--- src/rtl/serial_arith_pkg.sv ---
// serial_arith_pkg: shared state encoding, default width and counter sizing
// for the bit-serial arithmetic blocks.
package serial_arith_pkg;

    localparam int DEFAULT_WIDTH = 8;

    typedef enum logic [1:0] {
        S_IDLE = 2'd0,
        S_RUN  = 2'd1,
        S_DONE = 2'd2
    } state_t;

    // Bits needed to count 0..w-1; never less than one.
    function automatic int cnt_width(input int w);
        int r;
        r = 0;
        while ((1 << r) < w) r++;
        return (r < 1) ? 1 : r;
    endfunction

endpackage

--- src/rtl/full_subtractor.sv ---
// full_subtractor: combinational 1-bit subtractor cell, d = x - y - bin.
module full_subtractor (
    input  logic x,
    input  logic y,
    input  logic bin,
    output logic d,
    output logic bout_cell
);

    assign d         = x ^ y ^ bin;
    assign bout_cell = (~x & y) | (~(x ^ y) & bin);

endmodule

--- src/rtl/serial_subtractor.sv ---
// serial_subtractor: LSB-first bit-serial a - b with start/busy/done handshake.
// Define SERIAL_SUB_SIGNED_OVF_EN to build the signed overflow flag; otherwise ovf is 0.
module serial_subtractor
    import serial_arith_pkg::*;
#(
    parameter int WIDTH = DEFAULT_WIDTH
) (
    input  logic             clk,
    input  logic             rst_n,
    input  logic             start,
    input  logic [WIDTH-1:0] a,
    input  logic [WIDTH-1:0] b,
    output logic             busy,
    output logic             done,
    output logic [WIDTH-1:0] diff,
    output logic             bout,
    output logic             ovf
);

    localparam int CW = cnt_width(WIDTH);

    state_t           state;
    logic [WIDTH-1:0] a_sh;
    logic [WIDTH-1:0] b_sh;
    logic [WIDTH-2:0] diff_sh;
    logic             borrow;
    logic [CW-1:0]    cnt;
    logic             d;
    logic             bnext;
    logic             last;

    full_subtractor u_cell (
        .x        (a_sh[0]),
        .y        (b_sh[0]),
        .bin      (borrow),
        .d        (d),
        .bout_cell(bnext)
    );

    assign last = cnt == CW'(WIDTH - 1);

`ifdef SERIAL_SUB_SIGNED_OVF_EN
    logic [1:0] sign_q;

    always_ff @(posedge clk or negedge rst_n) begin
        if (!rst_n) begin
            sign_q <= '0;
            ovf    <= 1'b0;
        end else if (state != S_RUN && start) begin
            sign_q <= {a[WIDTH-1], b[WIDTH-1]};
        end else if (state == S_RUN && last) begin
            ovf <= (sign_q[1] != sign_q[0]) && (d != sign_q[1]);
        end
    end
`else
    assign ovf = 1'b0;
`endif

    always_ff @(posedge clk or negedge rst_n) begin
        if (!rst_n) begin
            state   <= S_IDLE;
            busy    <= 1'b0;
            done    <= 1'b0;
            diff    <= '0;
            bout    <= 1'b0;
            a_sh    <= '0;
            b_sh    <= '0;
            diff_sh <= '0;
            borrow  <= 1'b0;
            cnt     <= '0;
        end else begin
            case (state)
                S_IDLE, S_DONE: begin
                    done <= 1'b0;
                    if (start) begin
                        a_sh   <= a;
                        b_sh   <= b;
                        borrow <= 1'b0;
                        cnt    <= '0;
                        busy   <= 1'b1;
                        state  <= S_RUN;
                    end else begin
                        state <= S_IDLE;
                    end
                end
                S_RUN: begin
                    a_sh    <= a_sh >> 1;
                    b_sh    <= b_sh >> 1;
                    borrow  <= bnext;
                    diff_sh <= (WIDTH-1)'({d, diff_sh} >> 1);
                    // Counter holds at the terminal value rather than wrapping.
                    if (last) begin
                        diff  <= {d, diff_sh};
                        bout  <= bnext;
                        busy  <= 1'b0;
                        done  <= 1'b1;
                        state <= S_DONE;
                    end else begin
                        cnt <= cnt + 1'b1;
                    end
                end
                default: state <= S_IDLE;
            endcase
        end
    end

endmodule

--- config.mk ---
export PLATFORM = sky130hd
export DESIGN_NAME = serial_subtractor
export DESIGN_NICKNAME = d
export VERILOG_FILES = /design/src/rtl/serial_arith_pkg.sv /design/src/rtl/full_subtractor.sv /design/src/rtl/serial_subtractor.sv
export SDC_FILE = /design/constraint.sdc
export NUM_CORES = 1
export LEC_CHECK = 0
export ABC_AREA = 1
export BUFFER_PORTS_ARGS = -buffer_cell sky130_fd_sc_hd__buf_4
export CORE_MARGIN = 2
export CORE_UTILIZATION = 40
export DETAILED_ROUTE_END_ITERATION = 12
export GPL_TIMING_DRIVEN = 0
export PLACE_DENSITY = 0.57
export SETUP_SLACK_MARGIN = 0.3
export SKIP_LAST_GASP = 1
export SLEW_MARGIN = 10
export SYNTH_ARGS = -nofsm -noshare
export SYNTH_HDL_FRONTEND = slang
export SYNTH_HIERARCHICAL = 1
export SYNTH_SLANG_ARGS = --single-unit
export TNS_END_PERCENT = 100
--- constraint.sdc ---
create_clock -name clk -period 1.7 [get_ports clk]
set_input_delay 0.085 -clock clk [delete_from_list [all_inputs] [get_ports clk]]
set_output_delay 0.085 -clock clk [all_outputs]
set_load 0.005 [all_outputs]
==> impl_results.md, run 1 <==
- Status: complete, no violations
- Postcts setup bufs: 0
- Skew final: 0.00460 ns
- Cells after Synth: 230
- Crit path launch type: flip-flop
- Critical path class: reg -> reg
- Synthesized area per cell: 8.58 um2
- Drt drc: 0
- Largest net degree at the start of global routing: just over 40
- Commonest non-fill, non-tap cells in the layout: nand2_1, inv_1, dfrtp_1
- Slowest-stage cell, CP: dfrtp_1
- Leakage: about 1.4 nW
- Vias/cell: approximately 4.4
- Die W: around 74 um
- CTS tree: built
- CTS Root Cell: clkbuf_8
- Core area: between 0.004 and 0.005 mm2
- Via count: between 1000 and 1500
- Slew HR: approximately two thirds
- CP bufs+invs: 1
- PD cells: 1930 mW/mm2
- I/O Buffers: 29
- Critical Path, Cell by Cell: ha_2, ha_4, nand3b_1, inv_2, nand2_1, nand2_1
- Post-Route Utilization: between 50% and 60%
- CTS Sinks: 40
- Gr ovfl total: 0
- Clock-pin slew on the worst setup and hold paths: ~0.080 ns
- Final hold slack: between 0.01 and 0.015 ns
- Routability cong.: ~0.78
- FP Rows: 25
- Commonest non-fill, non-tap cell in the layout: nand2_1
- Tot GR Track Use: between 10% and 20%
- Slew Limit Fails: 0
- Ratio of cells with drive above 1 in the final layout: between 20% and 30%
- Fmax: ~750 MHz
- Critical Path AT: 1.56 ns
- H-tree levels: 2
- Slowest Stage Delay on Critical Path: around 0.40 ns
- TNS Setup: 0 ns
- Worst Path Required: ~1.9 ns
- Slew @ Worst Pin: roughly 0.51 ns
- Final worst-path cycle share: around four fifths
- Synth warn: 6
- Iteration-0 DRC Markers: 95
- Family with the most delay on the worst path: flip-flops
- Fill count: 480
- ANT cells: 0
- Io pins: 31
- Synthesized area: ~0.0020 mm2
- Syn-to-layout area delta: 24.6%
- Fin. Hold Viols: 0
- Crit. End Element: flip-flop
- CTS max path bufs: 2
- CTS buffer count: 5
- Share of the synthesized area in the top cell type: around half
- Total power: roughly 4.7 mW
- Crit-path most repeated cell: nand2_1
- Netlist cell types: 23
- Synthesis-stage register bit count: 40
- Nets: 289
- Synth area leaders: dfrtp_1, nand2_1, inv_1
- MaxCap Viol Count: 0
- Die ar.: between 0.005 and 0.006 mm2
- Vias in the first global route: approximately 1400
- Yosys top cell by area: dfrtp_1
- Starting Density: around two fifths
- Syn_nets: between 200 and 300
- Initial antenna violation count: 0
- First-pass GRT wire length: 6.36 mm
- RSZ-0062 raised after global routing: no
- Hold Path Class: in -> reg
- Hpwl dp: between 2 and 2.5 mm
- CP Max Fanout: 5
- Routed Antenna Nets: 0
- Max VDD drop: between 0.8 and 0.9 mV
- Final setup fails: 0
- Post-synthesis sequential area ratio: 50.7%
- Die height: approximately 74 um
- Post-layout min period: ~1.3 ns
- Final WL: about 3.6 mm
- First-pass DRT Iterations: 4
- DR WL/cell: 10.7 um
- Later-pin clock latency in the skew report: 0.29 ns
-- tightest hold or removal path: stages --
cell	delay [ns]
buf_4	0.07
nand2_1	0.05
o21ai_0	0.06
-- what timing repair did --
action                                  in CTS  in global routing
gates cloned                                 0                  0
gates resized for setup                      2                  2
hold endpoints to repair                    40                  0
hold buffers                                 1                  0
endpoints found under the setup margin       3                  3
-- state kept, by name, summed over array words and instances (netlist names), 2 cells and up --
register	flops
state	2
cnt	3
b_sh	8
a_sh	8
diff	8
diff_sh	7
-- kinds of logic after synthesis --
family                     share of synthesized area, %
DFF                                                50.7
and+or+nand+nor                                    27.1
other                                             0.190
buffers and inverters                              14.5
adders and majority gates                          2.28
AOI/OAI and AO/OA                                  5.20
-- path summary, 6_finish.rpt --
check / start / endpoint / slack, ns / cells past startpoint
min: b[7] / b_sh[7] / 0.01 / 3
min reg2reg: borrow / borrow / 0.47 / 2
max reg2reg: cnt[0] / cnt[0] / 0.37 / 6
max in group asynchronous: rst_n / a_sh[4] / 1.04 / 2
max: cnt[0] / cnt[0] / 0.37 / 6
min in group asynchronous: rst_n / diff[4] / 0.30 / 2
-- power breakdown --
part / switching [mW] / internal (mW)
Clock: 0.347 / 0.734
Sequential: 0.220 / 1.40
Combinational: 1.13 / 0.908
-- cell usage after synthesis --
| cell type | number |
|---|---|
| nand3_1 | 31 |
| nand2_2 | 6 |
| conb_1 | 1 |
| o21ai_1 | 7 |
| nand3b_1 | 1 |
| buf_12 | 1 |
| buf_2 | 2 |
| dfrtp_1 | 40 |
| buf_4 | 1 |
| buf_6 | 5 |
| nand2_8 | 1 |
| o21ai_2 | 6 |
| inv_1 | 42 |
| inv_2 | 1 |
| nand2_4 | 3 |
| buf_8 | 1 |
| fa_1 | 1 |
| nand2_1 | 72 |
| inv_4 | 1 |
| ha_1 | 2 |
| inv_6 | 1 |
| nor2_4 | 1 |
| o21ai_0 | 3 |
-- final cells by class --
type | count | area [um2] | share of cell area, %
Inverter | 45 | 176 | 7.18
Multi-Input combinational cell | 135 | 702 | 28.5
Tap cell | 67 | 83.8 | 3.41
Sequential cell | 40 | 1000 | 40.7
Clock inverter | 3 | 90.1 | 3.66
Timing Repair Buffer | 30 | 228 | 9.26
Clock buffer | 5 | 68.8 | 2.80
Buffer | 10 | 109 | 4.43
-- stage by stage --
step	instance area [um2]	worst slack, ns	cells
2_1_floorplan	1970	0.434	230
3_3_place_gp	2270	0.306	326
3_5_place_dp	2270	0.291	326
4_1_cts	2450	0.329	335
5_1_grt	2460	0.292	335
6_report	2460	0.373	335
-- metal layers --
layer	track usage (%)	routed length (um)
met1	21.3	1780
met2	22.6	1570
met3	4.20	166
met4	7.14	72
met5	0	0
No activity file was read; power rests on OpenSTA's default activity.
==> inputs of run 2 (changes only) <==
PLACE_DENSITY = 0.59   (was 0.57)
clock period = 1.2 ns   (was 1.7 ns; I/O delays follow)
==> run 2 against run 1 <==
  * The run now ends with setup timing left
  * Sequential power up 48%
  * Register-to-register slack got worse by 0.46 ns
  * Final cell count up 9.6%
  * Clock skew grew 0.00095 ns
  * Cell area grew 25%
  * Clock-buffer cell count increased by 2
  * Die area unchanged
  * Wire length grew 30%
  * Combinational power grew 130%
  * Sequential cell count unchanged
  * Worst hold slack gained 0.065 ns
  * Utilization is 13 points higher
  * Critical path type unchanged
==> impl_results.md, run 2 (synthesis gave the netlist of run 1 again) <==
- Status: complete, but fails checks
- Failing checks: setup timing
- CTS Root Cell: clkbuf_8
- ANT cells: 0 (unchanged)
- Final worst-path cycle share: 107% (+29 points)
- Worst Path Required: 1.43 ns (-0.50 ns)
- Slowest-stage cell, CP: dfrtp_1
- Post-layout min period: 1.29 ns (-0.0373 ns)
- H-tree levels: 2 (unchanged)
- Initial antenna violation count: 0 (unchanged)
- Die height: 74.2 um (unchanged)
- Vias in the first global route: 1637 (+17%)
- Routed Antenna Nets: 0 (unchanged)
- TNS Setup: -0.890 ns (-0.890 ns)
- Critical Path AT: 1.52 ns (-0.04 ns)
- Tot GR Track Use: 17.5% (+2.0 points)
- CTS Sinks: 40 (unchanged)
- Critical path class: reg -> reg
- Fin. Hold Viols: 0 (unchanged)
- Starting Density: 41.5% (unchanged)
- FP Rows: 25 (unchanged)
- Family with the most delay on the worst path: flip-flops
- Placement Cell Area: 0.00230 mm2 (+1.3%)
- Max VDD drop: 1.28 mV (+53%)
- Commonest non-fill, non-tap cells in the layout: nand2_1, buf_4, dfrtp_1
- Critical Path, Cell by Cell: ha_2, ha_4, nand3b_1, buf_4, nand2_2
- Clock-pin slew on the worst setup and hold paths: 0.08 ns (about the same)
- Io pins: 31 (unchanged)
- Die W: 74.2 um (unchanged)
- CP Max Fanout: 5 (unchanged)
- Routability cong.: 0.728 (-6.4%)
- Later-pin clock latency in the skew report: 0.29 ns (about the same)
- Slew @ Worst Pin: 0.518 ns (+0.00455 ns)
- CTS buffer count: 5 (unchanged)
- Gr busiest metal: met2
- Met1 Use GR: 22.8% (+1.4 points)
- Worst reg-to-reg setup slack: -0.09 ns (-0.46 ns)
- Setup WS post-layout: -0.0893 ns (-0.463 ns)
- M2 GR Usage: 29.7% (+7.0 points)
- Crit. End Element: flip-flop
- Largest regs: a_sh (8), b_sh (8), diff (8)
- Final WL: 4.68 mm (+30%)
- Iteration-0 DRC Markers: 70 (-26%)
- Ratio of cells with drive above 1 in the final layout: 51.0% (+25 points)
- Grt met3 use: 4.20% (unchanged)
- Skew final: 0.00555 ns (+0.000953 ns)
- Core area: 0.00475 mm2 (unchanged)
- Crit path launch type: flip-flop
- PD cells: 2720 mW/mm2 (+41%)
- RSZ-0062 raised after global routing: yes
- Final Cell Area: 0.00307 mm2 (+25%)
- Fmax: 776 MHz (+2.9%)
- CP bufs+invs: 1 (unchanged)
- First-pass DRT Iterations: 4 (unchanged)
- CTS max path bufs: 2 (unchanged)
- MaxCap Viol Count: 0 (unchanged)
- Slew HR: 65.5% (-0.30 points)
- I/O Buffers: 29 (unchanged)
- Die ar.: 0.00551 mm2 (unchanged)
- Fill count: 423 (-12%)
- DR WL/cell: 12.7 um (+19%)
- Commonest non-fill, non-tap cell in the layout: nand2_1
- Final setup fails: 15 (+15)
- CTS tree: built
- Slowest Stage Delay on Critical Path: 0.39 ns (about the same)
- Largest net degree at the start of global routing: 41 (unchanged)
- Leakage: 1.65 nW (+21%)
- Gr ovfl total: 0 (unchanged)
- Syn-to-layout area delta: 55.8%
- Hold Path Class: in -> reg
- Nets: 321 (+11%)
- Slew Limit Fails: 0 (unchanged)
- Hpwl dp: 2.38 mm (-1.5%)
- Vias/cell: 4.49 (+3.0%)
- Worst slack at placement: -0.0941 ns (-0.385 ns)
- Via count: 1647 (+13%)
- Drt drc: 0 (unchanged)
- Final hold slack: 0.0781 ns (+0.0646 ns)
- First-pass GRT wire length: 7.31 mm (+15%)
[run 2: routing by layer]
metal | share of wire (%) | routed length (um)
met5 | 0 | 0
met4 | 0.98 | 46
met3 | 3.5 | 162
met2 | 53 | 2470
met1 | 43 | 1990
[run 2: power breakdown]
part	switching [mW]	internal [mW]	leakage (nW)	total, mW
Clock	0.458	0.734	0.0645	1.19
Combinational	2.33	2.44	1.09	4.77
Sequential	0.403	1.98	0.494	2.39
[run 2: what timing repair did]
item	in CTS	in global routing
resized for setup	53	39
pin swaps	19	20
hold buffers	3	0
endpoints found under the setup margin	40	45
setup buffers	19	5
endpoints found under the hold margin	42	0
cloned	5	1
[run 2: worst reg2reg max path, cell delays in order, from the launching register on]
cell,delay [ns]
dfrtp_1,0.39
ha_2,0.20
ha_4,0.16
nand3b_1,0.25
buf_4,0.20
nand2_2,0.04
[run 2: worst paths after layout]
check                      cells after the start        to     from
hold / removal                                 5   b_sh[6]     b[6]
min in group asynchronous                      2   diff[5]    rst_n
max in group asynchronous                      2  state[1]    rst_n
setup reg to reg                               5  state[0]   cnt[0]
setup / recovery                               5  state[0]   cnt[0]
hold reg to reg                                2   b_sh[2]  b_sh[2]
[run 2: cell type report]
class | instances | area, um2 | share of cell area, %
buffer | 10 | 139 | 4.52
clock buffer | 7 | 96.3 | 3.13
clock inverter | 1 | 30.0 | 0.977
inverter | 45 | 189 | 6.15
multi-input combinational | 135 | 942 | 30.6
sequential | 40 | 1000 | 32.6
tap | 67 | 83.8 | 2.73
timing repair buffer | 62 | 592 | 19.3
[run 2: metrics by stage]
stage / total power, mW / util [%] / cells
finish: 8.35 / 64.7 / 367
global route: 8.98 / 64.7 / 367
CTS: 7.75 / 60.3 / 361
detailed placement: 5.29 / 48.4 / 326
global placement: 5.26 / 48.4 / 326
floorplan: 4.51 / - / 230
==> inputs of run 3 (changes only) <==
REMOVE_ABC_BUFFERS = 1   (was not set)
==> run 3 against run 2 <==
  * Non-clock buffer count shrank 21
  * Maximum frequency about the same
  * Clock-buffer cell count up 1
  * Via count is 3.3% lower
  * Sequential share of layout area grew 2.8 points
  * Global-route usage decreased by 1.2 points
  * Clock power down 23%
  * The flow still finishes with violations (setup timing)
  * Wire length is 7.3% lower
  * Total power down 11%
  * Sequential cell count unchanged
  * Worst hold slack got worse by 0.0012 ns
==> impl_results.md, run 3 (synthesis gave the netlist of run 1 again) <==
- Status: complete, but fails checks
- H-tree levels: 2 (unchanged)
- Leakage: 1.53 nW (-7.1%)
- First-pass GRT wire length: 6.72 mm (-8.0%)
- Vias/cell: 4.54 (+1.1%)
- Nets: 305 (-5.0%)
- Die height: 74.2 um (unchanged)
- DR WL/cell: 12.3 um (-3.1%)
- Total power: 7.41 mW (-11%)
- Hold path start: a[4]
- Commonest non-fill, non-tap cell in the layout: nand2_1
- Post-layout min period: 1.29 ns (+0.000199 ns)
- CTS Root Cell: clkbuf_8
- Final WL: 4.33 mm (-7.3%)
- Fill count: 430 (+1.7%)
- Initial antenna violation count: 0 (unchanged)
- MaxCap Viol Count: 0 (unchanged)
- Later-pin clock latency in the skew report: 0.29 ns (about the same)
- Failing checks: setup timing
- Skew final: 0.00653 ns (+0.000982 ns)
- Hold Path Class: in -> reg
- FP Rows: 25 (unchanged)
- Via count: 1592 (-3.3%)
- Crit. End Element: flip-flop
- CTS max path bufs: 2 (unchanged)
- Slew @ Worst Pin: 0.519 ns (+0.00184 ns)
- Routability cong.: 0.725 (-0.44%)
- Critical Path AT: 1.52 ns (about the same)
- Largest net degree at the start of global routing: 41 (unchanged)
- Tot GR Track Use: 16.3% (-1.2 points)
- Gr ovfl total: 0 (unchanged)
- Hold Path Depth: 5 (unchanged)
- Worst reg-to-reg setup slack: -0.09 ns (about the same)
- Worst R2R End: state[0]
- Hold Path Sink: a_sh[4]
- CTS buffer count: 5 (unchanged)
- First-pass DRT Iterations: 4 (unchanged)
- Largest regs: a_sh (8), b_sh (8), diff (8)
- RSZ-0062 raised after global routing: yes
- Final non-filler cell total: 351 (-4.4%)
- Core area: 0.00475 mm2 (unchanged)
- Setup WS post-layout: -0.0895 ns (-0.000199 ns)
- Post-placement cell count: 316 (-3.1%)
- Worst Path Required: 1.43 ns (about the same)
- Worst slack at placement: -0.711 ns (-0.617 ns)
- Critical path class: reg -> reg
- PD cells: 2610 mW/mm2 (-3.9%)
- Die W: 74.2 um (unchanged)
- Vias in the first global route: 1432 (-13%)
- Area of the multi-input gates: 945 um2 (+0.27%)
- Hpwl dp: 2.12 mm (-11%)
- RR Startpoint: cnt[1]
- FF+latch area: 0.00101 mm2 (+0.37%)
- CTS Sinks: 40 (unchanged)
- Fin. Hold Viols: 0 (unchanged)
- Io pins: 31 (unchanged)
- Reg2Reg Depth: 5 (unchanged)
- Iteration-0 DRC Markers: 146 (+110%)
- Syn-to-layout area delta: 43.8%
- Slew HR: 65.4% (-0.12 points)
- Commonest non-fill, non-tap cells in the layout: nand2_1, dfrtp_1, inv_1
- Routed Antenna Nets: 0 (unchanged)
- Clock-pin slew on the worst setup and hold paths: 0.08 ns (about the same)
- Final setup fails: 31 (+16)
- I/O Buffers: 29 (unchanged)
- CTS tree: built
- Fmax: 776 MHz (about the same)
- Final worst-path cycle share: 107% (about the same)
- Slew Limit Fails: 0 (unchanged)
- CP Max Fanout: 5 (unchanged)
- Drt drc: 0 (unchanged)
- Die ar.: 0.00551 mm2 (unchanged)
- Max VDD drop: 1.05 mV (-17%)
- ANT cells: 0 (unchanged)
- Crit path launch type: flip-flop
- Ratio of cells with drive above 1 in the final layout: 40.5% (-11 points)
- Starting Density: 41.5% (unchanged)
==> run 3: worst max path at each step <==
stage | endpoint | start | slack (ns) | cells after the start
5_1_grt | cnt[0] | cnt[1] | -0.13 | 6
4_1_cts | cnt[0] | cnt[0] | -0.06 | 6
3_3_place_gp | a_sh[6] | state[0] | -0.69 | 5
3_5_place_dp | a_sh[0] | state[0] | -0.71 | 5
6_report | state[0] | cnt[1] | -0.09 | 5
2_1_floorplan | a_sh[0] | state[0] | -0.25 | 5
==> run 3: power by group <==
group / switching, mW / total [mW] / internal [mW]
combinational: 2.22 / 4.12 / 1.91
clock: 0.444 / 0.913 / 0.469
sequential: 0.377 / 2.37 / 1.99
total: 3.04 / 7.41 / 4.37
==> run 3: critical path: stages (launching register included) <==
cell      delay, ns
dfrtp_1        0.39
ha_2           0.20
ha_4           0.15
nand3b_1       0.25
buf_4          0.20
nand2_2        0.04
==> run 3: final cells by class <==
type                    count  share of cell area [%]
clock buffers               8                    3.17
inverters                  45                    6.75
multi-input cells         139                    33.3
flip-flops and latches     40                    35.4
well taps                  67                    2.95
repair buffers             51                    18.0
repair inverters            1                   0.397
==> run 3: repair_timing <==
action                                  CTS  global route
hold endpoints to repair                 42             0
cloned                                    4             2
endpoints found under the setup margin   40            41
pin swaps                                 9            15
gates resized for setup                  37            32
hold buffers                              3             0
setup buffers                            16             2
==> run 3: metrics by stage <==
| stage | util, % | instance area [um2] | hold WS [ns] | TNS (ns) |
|---|---|---|---|---|
| 3_3_place_gp | 45.6 | 2170 | 0.0699 | -18.12 |
| 5_1_grt | 59.7 | 2840 | 0.0905 | -2.72 |
| 6_report | 59.7 | 2840 | 0.0769 | -1.43 |
| 2_1_floorplan | - | 1860 | -0.236 | -5.03 |
| 4_1_cts | 55.5 | 2640 | 0.0672 | -0.800 |
| 3_5_place_dp | 45.6 | 2170 | 0.0679 | -18.69 |
==> run 3: routing by layer <==
layer  global-route usage, %  vias to the layer above  share of wire [%]
met5                       0                        -                  0
li1                        -                      805                  -
met1                    22.2                      759                 46
met4                    6.55                        0                1.4
met2                    25.3                       23                 50
met3                    3.66                        5                2.7
